===== config.mk =====
export PLATFORM = sky130hd
export DESIGN_NAME = seven_seg
export DESIGN_NICKNAME = d
export VERILOG_FILES = /design/src/rtl/seven_seg_pkg.sv /design/src/rtl/seven_seg_digit.sv /design/src/rtl/seven_seg.sv
export SDC_FILE = /design/constraint.sdc
export NUM_CORES = 1
export LEC_CHECK = 0
export CAP_MARGIN = 25
export CORE_ASPECT_RATIO = 1.4
export CORE_MARGIN = 5
export CORE_UTILIZATION = 50
export DETAILED_ROUTE_END_ITERATION = 8
export PLACE_DENSITY = 0.8
export SLEW_MARGIN = 30
export SYNTH_ARGS = -nofsm -noshare
export SYNTH_HDL_FRONTEND = slang
export SYNTH_SLANG_ARGS = --single-unit

===== constraint.sdc =====
create_clock -name clk -period 1.3 [get_ports clk]
set_input_delay 0.26 -clock clk [delete_from_list [all_inputs] [get_ports clk]]
set_output_delay 0.26 -clock clk [all_outputs]
set_load 0.02 [all_outputs]

===== src/rtl/seven_seg_pkg.sv =====
// seven_seg_pkg: shared types and segment patterns for the two-digit score display
package seven_seg_pkg;
  typedef logic [6:0] seg_t;
  typedef logic [3:0] digit_t;
  localparam seg_t SEG_BLANK = 7'b1111111;
  localparam seg_t SEG_LUT [0:9] = '{
    7'b1000000, 7'b1111001, 7'b0100100, 7'b0110000, 7'b0011001,
    7'b0010010, 7'b0000010, 7'b1111000, 7'b0000000, 7'b0010000
  };
endpackage


===== src/rtl/seven_seg_digit.sv =====
// seven_seg_digit: combinational decimal digit to 7-segment decoder, codes 10..15 blank
module seven_seg_digit
  import seven_seg_pkg::*;
#(
  parameter int ACTIVE_LOW = 1
) (
  input  digit_t digit,
  output seg_t   seg
);
  seg_t pat;
  assign pat = (digit > 4'd9) ? SEG_BLANK : SEG_LUT[digit];
  assign seg = (ACTIVE_LOW != 0) ? pat : ~pat;
endmodule


===== src/rtl/seven_seg.sv =====
// seven_seg: registered 0..63 score to two 7-segment digits; SEVEN_SEG_LEADING_ZERO_BLANK_EN blanks a zero tens digit
module seven_seg
  import seven_seg_pkg::*;
#(
  parameter int ACTIVE_LOW = 1
) (
  input  logic       clk,
  input  logic       rst_n,
  input  logic [5:0] mag_result,
  output logic [6:0] seg1,
  output logic [6:0] seg2
);
  localparam seg_t DARK = (ACTIVE_LOW != 0) ? SEG_BLANK : ~SEG_BLANK;
  digit_t tens;
  digit_t ones;
  logic [5:0] sub;
  seg_t ones_seg;
  seg_t tens_seg;
  seg_t seg2_next;
  // binary to BCD split by compare against multiples of ten, then subtract
  always_comb begin
    tens = (mag_result >= 6'd60) ? 4'd6 :
           (mag_result >= 6'd50) ? 4'd5 :
           (mag_result >= 6'd40) ? 4'd4 :
           (mag_result >= 6'd30) ? 4'd3 :
           (mag_result >= 6'd20) ? 4'd2 :
           (mag_result >= 6'd10) ? 4'd1 : 4'd0;
    sub  = (mag_result >= 6'd60) ? 6'd60 :
           (mag_result >= 6'd50) ? 6'd50 :
           (mag_result >= 6'd40) ? 6'd40 :
           (mag_result >= 6'd30) ? 6'd30 :
           (mag_result >= 6'd20) ? 6'd20 :
           (mag_result >= 6'd10) ? 6'd10 : 6'd0;
    ones = 4'(mag_result - sub);
  end
  seven_seg_digit #(.ACTIVE_LOW(ACTIVE_LOW)) u_ones (.digit(ones), .seg(ones_seg));
  seven_seg_digit #(.ACTIVE_LOW(ACTIVE_LOW)) u_tens (.digit(tens), .seg(tens_seg));
`ifdef SEVEN_SEG_LEADING_ZERO_BLANK_EN
  assign seg2_next = (tens == 4'd0) ? DARK : tens_seg;
`else
  assign seg2_next = tens_seg;
`endif
  // output register; reset darkens both displays immediately
  always_ff @(posedge clk or negedge rst_n) begin
    if (!rst_n) begin
      seg1 <= DARK;
      seg2 <= DARK;
    end else begin
      seg1 <= ones_seg;
      seg2 <= seg2_next;
    end
  end
endmodule


After elaboration in Yosys (flattened, before gate mapping)
Memories as Yosys holds them, arrays and structs flattened. A register that Yosys moved wholly into a read port is not among the register bits.
Cells that the tools add are included.
{"block": "word_totals", "regBits": 0, "rom_bits": 224, "in_bits": 8, "word_cells": 25, "n_memories": 2}
{"name": "(name not given)", "words": 16, "width": 7, "read_ports": 1, "rd_ports_with_merged_regs": 1, "write_ports": 0, "line": "seven_seg_digit.sv:11", "text": "assign pat = (digit > 4'd9) ? SEG_BLANK : SEG_LUT[digit];"}
{"name": "(name not given)", "words": 16, "width": 7, "read_ports": 1, "rd_ports_with_merged_regs": 1, "write_ports": 0, "line": "seven_seg_digit.sv:11"}
{"block": "classes", "add_sub_neg": 1, "magnitude_cmp": 6, "mux": 12, "n_bitwise": 2, "n_reduce_logical": 2}
{"op": "2-to-1 mux 4 bit", "count": 6}
{"op": ">= comparator 6 bit (second input constant)", "count": 3}
{"op": ">= comparator 6 x 5 -> 1 bit (second input constant)", "count": 2}
{"op": "2-to-1 mux 3 bit", "count": 3}
{"op": ">= comparator 6 x 4 -> 1 bit (second input constant)", "count": 1}
{"op": "inverter 3 -> 5 bit", "count": 1}
{"op": "inverter 4 -> 5 bit", "count": 1}
{"op": "2-to-1 mux 2 bit", "count": 2}
{"op": "subtractor 4 bit", "count": 1}
{"op": "zero test 1 bit", "count": 2}
{"op": "2-to-1 mux 1 bit", "count": 1}

Depth between registers and ports, before layout
Gate-level depths: netlist of the first run.
{"block": "logic_depth", "ltp_word": 9, "depth_mapped": 12, "mapped_depth_nobuf": 10}

By module
A second synthesis of the first run with hierarchy kept.
{"block": "unflattened", "hier_cells": 108, "hier_area_um2": 1034.7}
{"mod": "seven_seg", "instances": 1, "cells_per_inst": 48, "area_each_um2": 616.8, "seq_area_each_um2": 367.9}
{"mod": "seven_seg_digit", "instances": 2, "cells_per_inst": 30, "area_each_um2": 209.0, "seq_area_each_um2": 0.0}

Worst setup path after synthesis of the first run
OpenSTA, ideal clock, no wires.
{"block": "synth_timing", "path_kind": "input port to flip-flop", "start": "in mag_result[3]", "end": "reg seg1[4]", "setup_ps": 85, "t_arrival_ps": 2433, "slack_ps": -1218, "cell_stages": 11, "path_buffers": 2, "cell_sequence": "buf_2 > nor2b_1 > a22oi_1 > o21ai_0 > inv_1 > ha_1 > fa_1 > buf_1 > a31o_2 > o21ai_1 > o31ai_2"}
{"block": "synth_via", "elab_chain_cells": 9, "elab_cells_between_ends": 14}
{"item": "from (decl)", "line": "seven_seg.sv:9", "text": "input logic [5:0] mag_result,"}
{"item": ">= comparator 6 x 4 -> 1 bit", "line": "seven_seg.sv:33", "text": "(mag_result >= 6'd10) ? 6'd10 : 6'd0;"}
{"item": "2-to-1 mux 4 bit", "line": "seven_seg.sv:33"}
{"item": "2-to-1 mux 4 bit", "line": "seven_seg.sv:32", "text": "(mag_result >= 6'd20) ? 6'd20 :"}
{"item": "2-to-1 mux 4 bit", "line": "seven_seg.sv:31", "text": "(mag_result >= 6'd30) ? 6'd30 :"}
{"item": "2-to-1 mux 4 bit", "line": "seven_seg.sv:30", "text": "(mag_result >= 6'd40) ? 6'd40 :"}
{"item": "2-to-1 mux 4 bit", "line": "seven_seg.sv:29", "text": "(mag_result >= 6'd50) ? 6'd50 :"}
{"item": "2-to-1 mux 4 bit", "line": "seven_seg.sv:28", "text": "sub = (mag_result >= 6'd60) ? 6'd60 :"}
{"item": "subtractor 4 bit (*)", "line": "seven_seg.sv:34", "text": "ones = 4'(mag_result - sub);"}
{"item": "inverter 4 -> 5 bit (implied by the code) (*)", "line": "seven_seg_digit.sv:11"}
{"item": "to (decl)", "line": "seven_seg.sv:10", "text": "output logic [6:0] seg1,"}
Mark *: on every way between the ends. The rest lies on a longest branch, timed or not.

Worst setup path in the final report of the first run
Same ends and word-level chain as after synthesis.

==> impl_results.md, run 1 <==
* Worst hold-check path type: in -> reg
* Area delta synth->final at 60.59%
* Worst vdd ir at about 0.53 mV
* Hpwl dp at approximately 1700 um
* Power density over the cells at around 1000 nW/um2
* Setup ws final at -0.6429 ns
* Drt total wl at between 2000 and 3000 um
* Antenna violations before repair at 0
* Yosys reg bits at 14
* Nature of the critical path endpoint: flip-flop
* Port buffer count at 21
* Die ar. at between 2000 and 3000 um2
* Mean Syn Cell Area at just over 10 um2
* Via Count at 880
* H-tree levels at 1
* DP Worst Slack at -1.306 ns
* Final setup fails at 14
* Clock-pin slew on the worst setup and hold paths at ~0.070 ns
* Initial Util at between 50 and 60%
* TritonCTS clock tree: built
* Clock sink count at 14
* Worst Tran Pin Value at around 0.31 ns
* Max-cap violations at 0
* Top-Level Pins at 22
* Critical setup path kind: in -> reg
* Critical Path AT at approximately 2.2 ns
* Global-route wire length before repair at 4036 um
* Synth Instances at 91
* Startpoint class of the critical path: primary input
* Largest net degree at the start of global routing at 15
* Starting DRC count in detailed routing at 32
* Nets@finish at 169
* Clk root buf: clkbuf_4
* Die Height at 60.95 um
* Most common cell after layout, fill and taps aside: buf_4
* Aggregate global-route resource usage at approximately 21%
* GR Overflow Total at 0
* Drt pass-1 iters at 4
* Final period util at 149.5%
* Drc violations at 0
* Hold path start: mag_result[5]
* Critical path origin: mag_result[3]
* Final Max Tran Viols at 0
* CTS max path bufs at 2
* Pleak at 0.7206 nW
* Slew HR at between 70% and 80%
* Crit Path Max Fanout at 5
* N_diodes at 0
* CP max stage cell: fa_2
* Worst hold slack at between 0.2 and 0.3 ns
* Seq/Total Area, Yosys at about 40%
* CTS Buf Count at 3
* Synthesis Warnings at 0
* Die width at around 46 um
* Buf/Inv on CP at 3
* Synth area leaders: dfstp_2 40%, ha_1 16%, nor2b_1 4.0%
* Rows at 18
* Max stage delay on crit path at 0.48 ns
* Yosys top cell area share at between 30 and 40%
* Synthesized area at between 900 and 1000 um2
* Syn Nets at 112
* Vias in the first global route at ~890
* Layout cell share with drive strength beyond 1 at ~68%
* Total core area at around 1800 um2
* RSZ-0062 raised after global routing: yes
* Status: complete, but fails checks
* Period minus WS final at ~2 ns
* Failing checks: setup timing
* CP required at ~1.5 ns
* Vias/cell at between 5 and 6
* Crit-path leading delay family: compound AO/OA/AOI/OAI gates
* Post-route ant nets at 0
* Yosys cell types at 29
* Hold_buf cts at 0
* Most frequent cells in the layout: 30 x buf_4, 15 x buf_2, 14 x dfstp_2
* Cell Chain, Critical Path: buf_6 > buf_6 > nor2b_4 > nor3_2 > a31oi_1 > o21ai_2 > inv_2 > ha_4 > fa_2 > a31o_2 > o21ai_2 > o31ai_2
* Cell taking the most area after synthesis: dfstp_2
* GPL Wtd Cong at ~0.83
* Fmax at 0.5147 GHz
* Hold Vio Cnt, Final at 0
* Drt wl/cell at approximately 16 um
* Setup TNS at -5.129 ns
[state kept, by name, summed over array words and instances, names as in the netlist]
name,count
seg2,7
seg1,7
[timing repair]
item / CTS / global route
endpoints found under the setup margin: 28 / 14
resized for setup: 86 / 7
setup buffers: 8 / 3
cloned: 0 / 0
pin swaps: 8 / 2
[routing by layer]
layer	track usage (%)	vias to the layer above	part of all wire [%]
met5	0	-	0
met4	13.82	0	2.6
met3	2.967	7	5.2
met2	40.35	35	59
met1	18.48	428	33
li1	-	410	-
[report_power, final]
part	total [mW]	leakage [nW]	switching [mW]	internal (mW)
sequential	0.561	0.146	0.0134	0.548
combinational	0.731	0.561	0.388	0.343
clock	0.239	0.0138	0.131	0.108
[cells in the mapped netlist]
cell,number
dfstp_2,14
ha_1,12
nand2_1,8
inv_1,7
o21ai_0,7
nor2_1,6
nor2b_1,6
a21oi_1,5
nand2b_1,4
mux2i_1,3
a22oi_1,1
a22oi_2,1
a31o_2,1
a31oi_1,1
a32oi_2,1
and2_1,1
and2b_4,1
buf_1,1
buf_2,1
buf_6,1
fa_1,1
nand2_2,1
nor3_1,1
nor3_2,1
o21a_1,1
o21ai_1,1
o21bai_1,1
o31ai_2,1
xor2_2,1
[kinds of logic (layout without fill, tap and decap cells)]
family / after synthesis / count (layout) / share of synthesized area [%]
and+or+nand+nor: 29 / 29 / 16.46
AOI/OAI and AO/OA: 21 / 21 / 15.52
DFF: 14 / 14 / 39.68
adders and majority gates: 13 / 13 / 18.35
buffers and inverters: 10 / 65 / 4.993
muxes: 3 / 3 / 3.239
xor gates and xnor gates: 1 / 1 / 1.755
[per-stage QoR]
step	std cells	total power [mW]	area [um2]	util, %
after floorplan	91	0.9606	1031	-
after CTS	164	1.489	1446	82.34
after global placement	154	1.220	1408	80.13
after detailed placement	154	1.245	1408	80.13
after global routing	166	1.606	1489	84.76
final	166	1.531	1489	84.76
[final timing paths]
kind | depth (start not counted) | end | slack, ns
worst min-delay path | 3 | seg2[6] | 0.26
worst max-delay path | 12 | seg1[4] | -0.64
max in group asynchronous | 2 | seg2[3] | 0.79
min in group asynchronous | 2 | seg1[3] | 0.49
[cell type report]
cell class | instances | area, um2
Multi-Input combinational cell | 67 | 636.9
Timing Repair Buffer | 55 | 410.4
Sequential cell | 14 | 367.9
Fill cell | 93 | 267.8
Inverter | 7 | 26.28
Tap cell | 20 | 25.02
Clock buffer | 3 | 22.52
Power figures use the tool's default switching activity.
==> inputs of run 2 (changes only) <==
--- a/config.mk
+++ b/config.mk
@@ -10,8 +10,9 @@
 export CORE_MARGIN = 5
 export CORE_UTILIZATION = 50
 export DETAILED_ROUTE_END_ITERATION = 8
-export PLACE_DENSITY = 0.8
+export PLACE_DENSITY = 0.79
 export SLEW_MARGIN = 30
 export SYNTH_ARGS = -nofsm -noshare
 export SYNTH_HDL_FRONTEND = slang
+export SYNTH_HIERARCHICAL = 1
 export SYNTH_SLANG_ARGS = --single-unit
==> run 2 against run 1 <==
Critical path depth up 1. Worst setup slack worse by 0.26 ns. Cell area up 11%. The flow still finishes with violations (setup timing). Global-route usage down 1.7 points. Critical endpoint is now seg1[3].
==> impl_results.md, run 2 <==
* Worst hold-check path type: in -> async
* Area delta synth->final at 59.37%
* Metal-1 WL at ~960 um
* Critical path origin: mag_result[5]
* H-tree levels at 1
* Status: complete, but fails checks
* Drt wl/cell at roughly 15 um
* Top-count cell post-synth: nor2_1
* Hpwl dp at 1871 um
* Final setup fails at 14
* Die width at between 40 and 50 um
* Clk root buf: clkbuf_4
* Synthesized area at 1035 um2
* Total core area at around 2000 um2
* Synth Instances at around 110
* Post-route ant nets at 0
* CTS Buf Count at 3
* Critical setup path kind: in -> reg
* Met2 WL at ~1600 um
* Fmax at about 0.45 GHz
* N_diodes at 0
* RSZ-0062 raised after global routing: yes
* Commonest cells post-synth: 15 x nor2_1, 14 x dfstp_2, 12 x inv_1
* Starting DRC count in detailed routing at 19
* WL met3 at roughly 170 um
* CP dominant cell by count: buf_6
* Cell Chain, Critical Path: buf_6 > and4bb_1 > a211oi_2 > a41o_1 > ha_2 > inv_2 > fa_2 > or3_4 > o211ai_2 > buf_6 > nor2_4 > a22oi_2 > o21ai_1
* Pleak at ~0.75 nW
* Final period util at 169.4%
* Hold_buf cts at 0
* Most frequent cells in the layout: 26 x buf_4, 14 x buf_2, 14 x dfstp_2
* Global-route wire length before repair at 4692 um
* Critical Path AT at roughly 2.4 ns
* Max-cap violations at 0
* CTS max path bufs at 2
* Seq/Total Area, Yosys at a little over a third
* Top-Level Pins at 22
* Mean Syn Cell Area at 9.581 um2
* Via Count at a little under 1,000
* Die Height at 63.83 um
* Layout cell share with drive strength beyond 1 at between 60% and 70%
* Synthesis Warnings at 6
* Startpoint class of the critical path: primary input
* Syn Nets at ~130
* GPL Wtd Cong at 0.8001
* Drt total wl at 2820 um
* Clock sink count at 14
* Final Max Tran Viols at 0
* GR Overflow Total at 0
* Tot Pwr at 1.793 mW
* Vias in the first global route at 1,040
* Period minus WS final at around 2.2 ns
* Nets@finish at 183
* Layout Utilization at between 80% and 90%
* Post-synth EDFFs at 0
* Hold Vio Cnt, Final at 0
* Top flop regs: seg1: 7 flops, seg2: 7 flops
* Worst vdd ir at between 0.5 and 0.6 mV
* Vias/cell at between 5 and 6
* Rows at 19
* Nature of the critical path endpoint: flip-flop
* CP required at 1.51 ns
* Synth area leaders: dfstp_2 36%, ha_1 13%, nor2_1 5.4%
* Primary FF master, synth: dfstp_2
* Antenna violations before repair at 0
* Setup ws final at -0.9024 ns
* Port buffer count at 21
* Most common cell after layout, fill and taps aside: buf_4
* CP max stage cell: or3_4
* Drt pass-1 iters at 5
* Aggregate global-route resource usage at 19.04%
* Drc violations at 0
* Die ar. at around 3000 um2
* Max stage delay on crit path at roughly 0.37 ns
* DP Worst Slack at -1.664 ns
* Cell taking the most area after synthesis: dfstp_2
* Yosys reg bits at 14
* Yosys cell types at 34
* Yosys top cell area share at around 36%
* Power density over the cells at between 1000 and 1500 nW/um2
* Largest net degree at the start of global routing at 15
* Post-synth ARST share at 100.0%
* Crit Path Max Fanout at 7
* Highest routing layer actually used: met4
* Clock-pin slew on the worst setup and hold paths at 0.08 ns
* Initial Util at a little over half
* TritonCTS clock tree: built
* Failing checks: setup timing
## run 2: stage by stage
step | area, um2 | hold slack (ns) | TNS [ns] | cells
after floorplan | 1077 | 0.1122 | -8.547 | 108
after global placement | 1470 | 0.7812 | -17.57 | 173
after detailed placement | 1470 | 0.7857 | -18.54 | 173
after CTS | 1592 | 0.4765 | -6.201 | 181
after global routing | 1649 | 0.4949 | -8.406 | 183
final | 1649 | 0.4711 | -6.980 | 183
## run 2: worst max path at each step
stage | endpoint | cells past startpoint | slack [ns]
global placement | seg1[5] | 12 | -1.58
floorplan | seg1[5] | 12 | -1.11
detailed placement | seg1[3] | 13 | -1.66
global route | seg1[3] | 13 | -1.05
finish | seg1[3] | 13 | -0.90
CTS | seg1[3] | 13 | -0.86
## run 2: cell families (layout without fill, tap and decap cells)
| family | count (synthesis) | after routing | share of synthesized area (%) |
|---|---|---|---|
| AOI/OAI and AO/OA | 32 | 32 | 24.31 |
| adders and majority gates | 13 | 13 | 16.32 |
| buffers and inverters | 18 | 72 | 8.585 |
| DFF | 14 | 14 | 35.55 |
| other | 1 | 1 | 0.3624 |
| and+or+nand+nor | 30 | 30 | 14.87 |
## run 2: layout make-up
class	instances	area [um2]
Clock buffer	4	36.28
Fill cell	115	324.1
Inverter	13	60.06
Multi-Input combinational cell	76	723.2
Sequential cell	14	367.9
Tap cell	21	26.28
Timing Repair Buffer	55	435.4
## run 2: worst max-delay path: cells and delay by family
family	cells	cell delay, ns
buffers and inverters	3	0.31
and+or+nand+nor	3	0.61
adders and majority gates	2	0.54
AOI/OAI and AO/OA	5	0.68
## run 2: repair_timing
item | CTS | global route
buffers inserted | 4 | 2
gates resized for setup | 110 | 14
pin swaps | 25 | 5
setup endpoints to repair | 28 | 14
endpoints found under the hold margin | 0 | 0
## run 2: power by group
part,internal (mW),switching (mW)
registers,0.583,0.0219
logic,0.397,0.486
clock network,0.171,0.135
## run 2: routing by layer
layer	GRT usage, %	vias up
li1	-	474
met1	18.57	466
met2	37.75	40
met3	3.023	9
met4	8.304	0
met5	0	-
